File: config.mk
export PLATFORM = sky130hd
export DESIGN_NAME = fp64sub_seq
export DESIGN_NICKNAME = d
export VERILOG_FILES = /design/src/rtl/fp64sub_seq.sv
export SDC_FILE = /design/constraint.sdc
export NUM_CORES = 2
export LEC_CHECK = 0
export CELL_PAD_IN_SITES_DETAIL_PLACEMENT = 1
export CELL_PAD_IN_SITES_GLOBAL_PLACEMENT = 1
export CORE_UTILIZATION = 29
export CTS_BUF_LIST = sky130_fd_sc_hd__clkbuf_8
export DETAILED_ROUTE_END_ITERATION = 7
export PLACE_DENSITY_LB_ADDON = 0.1
export SLEW_MARGIN = 5
export SYNTH_ARGS = -nofsm -noshare
export SYNTH_HDL_FRONTEND = slang
export SYNTH_SLANG_ARGS = --single-unit
File: constraint.sdc
create_clock -name clk -period 5 [get_ports clk]
set_clock_uncertainty 0.15 [all_clocks]
set_input_delay 1 -clock clk [delete_from_list [all_inputs] [get_ports clk]]
set_output_delay 1 -clock clk [all_outputs]
set_load 0.01 [all_outputs]
File: src/rtl/fp64sub_seq.sv
// fp64sub_seq: multi-cycle FP64 subtractor, S = A - B.
// Operands are unpacked, aligned, added/subtracted in magnitude form and then
// normalised one bit position per cycle. Truncating, no special-value handling,
// 11-bit wrapping exponent. One operation in flight, valid/ready on both sides.
module fp64sub_seq #(
  parameter int unsigned MAX_NORM_SHIFT = 52
) (
  input  logic        clk,
  input  logic        rst,
  input  logic        in_valid,
  output logic        in_ready,
  input  logic [63:0] A,
  input  logic [63:0] B,
  output logic        out_valid,
  input  logic        out_ready,
  output logic [63:0] S
);

  typedef enum logic [2:0] {
    ST_IDLE   = 3'd0,
    ST_ALIGN  = 3'd1,
    ST_ADDSUB = 3'd2,
    ST_NORM   = 3'd3,
    ST_DONE   = 3'd4
  } state_e;

  localparam logic [5:0] MAX_CNT = 6'(MAX_NORM_SHIFT);

  state_e      state_q, state_d;
  logic        sign_a_q, sign_a_d;
  logic        sign_b_q, sign_b_d;     // effective (already inverted) sign of B
  logic [10:0] exp_a_q, exp_a_d;
  logic [10:0] exp_b_q, exp_b_d;
  logic [52:0] man_a_q, man_a_d;
  logic [52:0] man_b_q, man_b_d;
  logic [10:0] sexp_q, sexp_d;
  logic [53:0] sum_q, sum_d;
  logic        sign_q, sign_d;
  logic [5:0]  cnt_q, cnt_d;
  logic        in_ready_q, in_ready_d;
  logic        out_valid_q, out_valid_d;
  logic [63:0] s_q, s_d;

  // Right shift of a 53-bit mantissa; any shift of 53 or more flushes to zero.
  function automatic logic [52:0] shr53(input logic [52:0] m, input logic [10:0] sh);
    logic [52:0] r;
    if (sh >= 11'd53) begin
      r = 53'd0;
    end else begin
      r = m >> sh;
    end
    return r;
  endfunction

  // Next-state and datapath computation for every stage of the operation.
  always_comb begin
    state_d     = state_q;
    sign_a_d    = sign_a_q;
    sign_b_d    = sign_b_q;
    exp_a_d     = exp_a_q;
    exp_b_d     = exp_b_q;
    man_a_d     = man_a_q;
    man_b_d     = man_b_q;
    sexp_d      = sexp_q;
    sum_d       = sum_q;
    sign_d      = sign_q;
    cnt_d       = cnt_q;
    s_d         = s_q;
    case (state_q)
      ST_IDLE: begin
        if (in_valid) begin
          // Subnormals use exponent 1 with no hidden bit.
          sign_a_d = A[63];
          sign_b_d = ~B[63];
          exp_a_d  = (A[62:52] == 11'd0) ? 11'd1 : A[62:52];
          exp_b_d  = (B[62:52] == 11'd0) ? 11'd1 : B[62:52];
          man_a_d  = {(A[62:52] != 11'd0), A[51:0]};
          man_b_d  = {(B[62:52] != 11'd0), B[51:0]};
          state_d  = ST_ALIGN;
        end else begin
          state_d  = ST_IDLE;
        end
      end
      ST_ALIGN: begin
        if (exp_a_q > exp_b_q) begin
          man_b_d = shr53(man_b_q, exp_a_q - exp_b_q);
          sexp_d  = exp_a_q;
        end else begin
          man_a_d = shr53(man_a_q, exp_b_q - exp_a_q);
          sexp_d  = exp_b_q;
        end
        state_d = ST_ADDSUB;
      end
      ST_ADDSUB: begin
        if (sign_a_q == sign_b_q) begin
          sum_d  = {1'b0, man_a_q} + {1'b0, man_b_q};
          sign_d = sign_a_q;
        end else if (man_a_q > man_b_q) begin
          sum_d  = {1'b0, man_a_q} - {1'b0, man_b_q};
          sign_d = sign_a_q;
        end else begin
          // Equal magnitudes land here, so exact cancellation takes B's sign.
          sum_d  = {1'b0, man_b_q} - {1'b0, man_a_q};
          sign_d = sign_b_q;
        end
        cnt_d   = 6'd0;
        state_d = ST_NORM;
      end
      ST_NORM: begin
        if (sum_q[53]) begin
          sum_d   = sum_q >> 1;
          sexp_d  = sexp_q + 11'd1;
          state_d = ST_DONE;
        end else if (sum_q[52] || (cnt_q == MAX_CNT)) begin
          state_d = ST_DONE;
        end else begin
          sum_d   = sum_q << 1;
          sexp_d  = sexp_q - 11'd1;
          cnt_d   = cnt_q + 6'd1;
          state_d = ST_NORM;
        end
        if (state_d == ST_DONE) begin
          s_d = {sign_q, sexp_d, sum_d[51:0]};
        end else begin
          s_d = s_q;
        end
      end
      ST_DONE: begin
        if (out_ready) begin
          state_d = ST_IDLE;
        end else begin
          state_d = ST_DONE;
        end
      end
      default: begin
        state_d = ST_IDLE;
      end
    endcase
    in_ready_d  = (state_d == ST_IDLE);
    out_valid_d = (state_d == ST_DONE);
  end

  // State and datapath registers with synchronous reset that aborts any operation.
  always_ff @(posedge clk) begin
    if (rst) begin
      state_q     <= ST_IDLE;
      sign_a_q    <= 1'b0;
      sign_b_q    <= 1'b0;
      exp_a_q     <= 11'd0;
      exp_b_q     <= 11'd0;
      man_a_q     <= 53'd0;
      man_b_q     <= 53'd0;
      sexp_q      <= 11'd0;
      sum_q       <= 54'd0;
      sign_q      <= 1'b0;
      cnt_q       <= 6'd0;
      in_ready_q  <= 1'b1;
      out_valid_q <= 1'b0;
      s_q         <= 64'd0;
    end else begin
      state_q     <= state_d;
      sign_a_q    <= sign_a_d;
      sign_b_q    <= sign_b_d;
      exp_a_q     <= exp_a_d;
      exp_b_q     <= exp_b_d;
      man_a_q     <= man_a_d;
      man_b_q     <= man_b_d;
      sexp_q      <= sexp_d;
      sum_q       <= sum_d;
      sign_q      <= sign_d;
      cnt_q       <= cnt_d;
      in_ready_q  <= in_ready_d;
      out_valid_q <= out_valid_d;
      s_q         <= s_d;
    end
  end

  assign in_ready  = in_ready_q;
  assign out_valid = out_valid_q;
  assign S         = s_q;

endmodule
**Word-level counts from Yosys, hierarchy flattened**

Index checks and enable logic that the tools add are counted.

- Bits in registers: 271
- Bits in latches: 0
- Bits in writable memories: 0
- Bits in read-only memories: 0
- Input bits: 132
- Output and inout port bits: 66
- Word-level logic and storage cells: 90
- Memories kept: 0

- Add/subtract/negate cells: 8
- $mul: 0
- Div/mod/pow operators: 0
- $lt $le $gt $ge: 4
- Equality and inequality tests: 14
- Shift-type cells: 2
- Muxes and demuxes: 30
- Bitwise operators: 1
- Reductions and logical operators: 16

Operators by type and width:

| kind | count |
|---|---|
| $mux 53 | 6 |
| $mux 54 | 4 |
| $pmux 53 s2 | 2 |
| $pmux 54 s2 | 1 |
| $sub 53x53->54 | 2 |
| $shr 53x11->53 | 2 |
| $mux 11 | 5 |
| $add 53x53->54 | 1 |
| $gt 53x53->1 | 1 |
| $ge 11x6->1 const B | 2 |
| $logic_not 11->1 | 2 |
| $pmux 11 s2 | 1 |
| $reduce_bool 11->1 | 2 |
| $sub 11x11->11 | 2 |
| $pmux 3 s5 | 1 |
| $mux 3 | 4 |
| $mux 6 | 2 |
| $pmux 6 s2 | 1 |
| $add 11x1->11 const B | 1 |
| $gt 11x11->1 | 1 |
| $sub 11x1->11 const B | 1 |
| $ne 2x2->1 const B | 5 |
| $eq 3x3->1 const B | 3 |
| $reduce_and 3->1 | 3 |
| other kinds (12) | 20 |

**Depth between registers and ports, before layout**

- Word-level depth: 7
- Gate-level depth with buffers: 17
- Gate-level depth less buffers: 14

**Worst setup path after synthesis**

Ideal clock, no wire load.

- Path kind: register -> register
- Start: register man_a_q[1]
- End: register sum_q[15]
- Setup time: 0.058 ns
- Arrival time: 3.339 ns
- Data required time: 4.792 ns
- Slack: 1.453 ns
- Cell stages (with the launch flop): 14
- Buffers on the path: 1
- Period minus slack after synthesis: 3.547 ns
- Cells stage by stage: dfxtp_1 -> inv_1 -> fa_1 -> and2b_4 -> o21bai_4 -> a311o_1 -> nor4_2 -> o31a_1 -> buf_4 -> o21ai_4 -> mux2_4 -> o311a_4 -> a2111oi_4 -> a211o_1

- Word-level cells in the longest chain between the ends: 4
- Elaborated cells between the ends (all ways): 7
- Classes of those cells: 3 x add/sub; 1 x order compare; 3 x mux

Ends and longest elaborated chain:

| element | RTL line | source |
|---|---|---|
| start, declared | 34 | `logic [52:0] man_a_q, man_a_d;` |
| start signal, assigned | 166 | `man_a_q <= man_a_d;` |
| $sub 53x53->54 (tied with other cells) | 103 | `sum_d = {1'b0, man_b_q} - {1'b0, man_a_q};` |
| $mux 54 | 98 | `end else if (man_a_q > man_b_q) begin` |
| $mux 54 (*) | 95 | `if (sign_a_q == sign_b_q) begin` |
| $pmux 54 s2 (*) | 69 | `case (state_q)` |
| end signal, assigned | 169 | `sum_q <= sum_d;` |
| end, declared | 37 | `logic [53:0] sum_q, sum_d;` |

Every way passes the cells marked *; elsewhere a longest branch is shown, timed or not.
A chain may end at the register's enable or synchronous reset.

**Worst setup path in the final report**

- Start: register exp_a_q[0]
- End: register man_b_q[49]

- Word-level cells in the longest chain between the ends: 5
- Elaborated cells between the ends (all ways): 9
- Classes of those cells: 1 x add/sub; 2 x order compare; 1 x eq/ne; 1 x shift; 3 x mux; 1 x reduce/logical

Ends and longest elaborated chain:

| element | RTL line | source |
|---|---|---|
| start, declared | 32 | `logic [10:0] exp_a_q, exp_a_d;` |
| start signal, assigned | 164 | `exp_a_q <= exp_a_d;` |
| $sub 11x11->11 | 86 | `man_b_d = shr53(man_b_q, exp_a_q - exp_b_q);` |
| $shr 53x11->53 / $ge 11x6->1 (equally long branches) | 50, 47 |  |
| $mux 53 | 47 | `if (sh >= 11'd53) begin` |
| $mux 53 | 85 | `if (exp_a_q > exp_b_q) begin` |
| $pmux 53 s2 | 69 |  |
| end signal, assigned | 167 | `man_b_q <= man_b_d;` |
| end, declared | 35 | `logic [52:0] man_b_q, man_b_d;` |

Several ways; a longest one is shown, not always the timed one. The select of a mux whose other input is x is not followed.

==> summary.json <==
{
  "result_of_the_run": "complete, no violations",
  "kind_of_critical_path": "register to register",
  "detail_route.first_pass.iterations": 6,
  "fillCellCount": 12100,
  "tritoncts_num_sinks": 271,
  "inserted_clock_buffers": 57,
  "mappedNetlistArea_mm2": 0.0291,
  "distinct_cell_type_count_of_the_synthesized_netlist": 105,
  "min_period_over_period": 0.967,
  "place.gp.congestion": 1.03,
  "synth_async_sr_flop_share": 0,
  "area_used_by_multi_input_combinational_logic_mm2": 0.0218,
  "core_box_area_mm2": 0.0989,
  "ctsRootBufferMaster": "clkbuf_8",
  "route.vias.total": 33800,
  "drc": 0,
  "max_cap_viol_count": 0,
  "synth_edf_count": 0,
  "setup.worst_path.start_class": "register",
  "port_buffers": 197,
  "final-seq-area_mm2": 0.00543,
  "post_synth_inst_count": 4020,
  "post-layout-total-power_mw": 19.4,
  "layout_min_cycle_time_ns": 4.84,
  "worstMarginPinSlew_ns": 1.46,
  "routed_wire_length_per_instance_um": 31.0,
  "met3_usage": 0.0492,
  "report.final.slew_viol_count": 0,
  "rows": 115,
  "die-width_um": 319,
  "grt_antenna_before_repair": 6,
  "synth-warning-count": 0,
  "hold_depth": 2,
  "globalRoute.busiestLayer": "met2",
  "post_drt_via_cell_ratio": 6.09,
  "pre_cts_slack_ns": -0.130,
  "synth-seq-area-share": 0.187,
  "power_density_normalized_to_cell_area_mw_per_mm2": 557,
  "final.setup.worst_slack_ns": 0.163,
  "max_clock_freq_mhz": 207,
  "first_iter_violations": 3592,
  "rr_worst_depth": 16,
  "wl_mm": 172,
  "grt_pass1_wl_mm": 246,
  "nets": 4541,
  "worstPathArrival_ns": 5.23,
  "rsz0062_at_grt": "no",
  "die_height_um": 319,
  "tritoncts_clock_tree": "done",
  "crit_path_max_fanout": 20,
  "power.ir.vdd_worst_v": 0.000370,
  "worst_ep_required_time_ns": 5.39,
  "cts_resized": 2,
  "postSynthAreaPerCell_um2": 7.23,
  "post_cts.repair.setup_buffers": 0,
  "dp.final_hpwl_mm": 142,
  "max-slew-margin-rel": 0.0251,
  "floorplan.initialDensity": 0.294,
  "holdCritPathClass": "register to register",
  "gr_layer_usage_met2": 0.481,
  "leakagePower_nw": 14.1,
  "drive_above_1_share": 0.111,
  "path_clk_slew_ns": 0.07,
  "ys_flop_type": "dfxtp_1",
  "grt_max_degree": 106,
  "end_kind": "register",
  "final.setup.tns_ns": 0,
  "hold_viol": 0,
  "ant_nets": 0,
  "first_global_vias": 32900,
  "gr-total-overflow": 0,
  "die_area_mm2": 0.102,
  "io-pin-count": 198,
  "postSynthRegisterBits": 271,
  "grt_usage": 0.328,
  "synth_nets": 4341,
  "htree_num_levels": 2,
  "flow.area_growth_from_synthesis_pct": 20.0,
  "holdBufCountCts": 0,
  "clock_tree.buffer_depth": 3,
  "grtUsageMet1": 0.469,
  "insertion_delay_ns": 0.78,
  "final-setup-viol-count": 0
}
kinds of logic (layout without fill, tap and decap cells):
logic type / after synthesis / count (layout) / share of synthesized area
AOI/OAI and AO/OA: 1392 / 1392 / 0.313
and+or+nand+nor: 1242 / 1242 / 0.196
buffers and inverters: 517 / 762 / 0.0711
muxes: 341 / 341 / 0.130
DFF: 271 / 271 / 0.187
adders and majority gates: 189 / 189 / 0.0826
xor gates and xnor gates: 68 / 68 / 0.0205
other: 0 / 4 / 0
worst max-delay path, stage by stage (launching register included):
cell and delay (ns):
dfxtp_1 0.32, inv_1 0.14, ha_4 0.15, inv_1 0.04, fa_1 0.51, a21o_1 0.23, a21oi_2 0.32, o21ai_1 0.11
a21o_1 0.17, a21oi_1 0.18, xnor2_1 0.16, nand3b_1 0.26, buf_4 0.30, nor4_1 0.09, buf_4 0.18, a221oi_1 1.17
a211oi_1 0.10
synth_stat cells (28+ instances only):
library cell | number | area, um^2
o211ai_1 | 51 | 383
o21ai_0 | 215 | 1080
a31oi_1 | 40 | 250
o21a_1 | 30 | 225
nor3_1 | 73 | 365
and2_1 | 30 | 188
a22oi_1 | 60 | 450
a21oi_1 | 441 | 2210
a211oi_1 | 115 | 863
nor4_1 | 41 | 257
nor2_1 | 309 | 1160
inv_1 | 198 | 743
clkbuf_1 | 199 | 747
mux2i_1 | 295 | 2950
o22ai_1 | 66 | 413
a221oi_1 | 75 | 657
xnor2_1 | 50 | 438
buf_1 | 43 | 161
nand3_1 | 77 | 385
o21bai_1 | 47 | 353
and3_1 | 44 | 275
ha_1 | 184 | 2300
nand2_1 | 490 | 1840
dfxtp_1 | 271 | 5430
buf_2 | 60 | 300
mux4_2 | 28 | 631
nand2b_1 | 28 | 175
nand4_1 | 48 | 300
layout make-up:
class / count / share of cell area
inverter: 205 / 0.0221
clock inverter: 29 / 0.00631
timing repair buffer: 453 / 0.115
tap: 1287 / 0.0462
multi-input combinational: 3232 / 0.625
antenna: 4 / 0.000287
clock buffer: 75 / 0.0296
sequential: 271 / 0.156
routing by layer:
layer / wire length [um] / up-vias / part of all wire
met5: 16 / - / 0.000093
met4: 8500 / 2 / 0.049
met3: 12300 / 267 / 0.072
met2: 71700 / 1455 / 0.42
met1: 79800 / 16900 / 0.46
li1: - / 15200 / -
where the power goes:
group	total, mW	internal [mW]	switching [mW]
clock network	2.73	1.50	1.23
logic	13.8	4.49	9.28
registers	2.94	2.43	0.506
total	19.4	8.42	11.0
cell usage in the layout, fill, tap and decap left out, types with 77 or more instances in the layout:
master / instances
a211oi_1: 115
a21oi_1: 440
buf_4: 247
clkdlybuf4s50_1: 196
dfxtp_1: 269
ha_1: 183
inv_1: 216
mux2i_1: 295
nand2_1: 487
nand3_1: 77
nor2_1: 307
o21ai_0: 215
final timing paths:
check / from / slack, ns / to
hold / removal: S[34]$_SDFFE_PP0P_ / 0.30 / S[34]$_SDFFE_PP0P_
setup reg to reg: exp_a_q[0]$_SDFFE_PP0P_ / 0.16 / man_b_q[49]$_SDFFE_PP0P_
hold reg to reg: S[34]$_SDFFE_PP0P_ / 0.30 / S[34]$_SDFFE_PP0P_
setup / recovery: exp_a_q[0]$_SDFFE_PP0P_ / 0.16 / man_b_q[49]$_SDFFE_PP0P_
flip-flops by register name (all words and copies together), names as in the netlist, 3 cells and up:
name / flops
exp_b_q: 11
sexp_q: 11
sum_q: 54
man_a_q: 53
state_q: 3
S: 64
cnt_q: 6
exp_a_q: 11
man_b_q: 53
stage by stage:
step | cells | cell area [um^2] | utilization | hold slack, ns
finish | 5556 | 34900 | 0.353 | 0.302
global route | 5554 | 34900 | 0.353 | 0.325
CTS | 5552 | 34900 | 0.353 | 0.304
detailed placement | 5448 | 33600 | 0.340 | 0.296
global placement | 5448 | 33600 | 0.340 | 0.295
floorplan | 4020 | 29100 | - | 0.282
No activity file was read; power rests on OpenSTA's default activity.
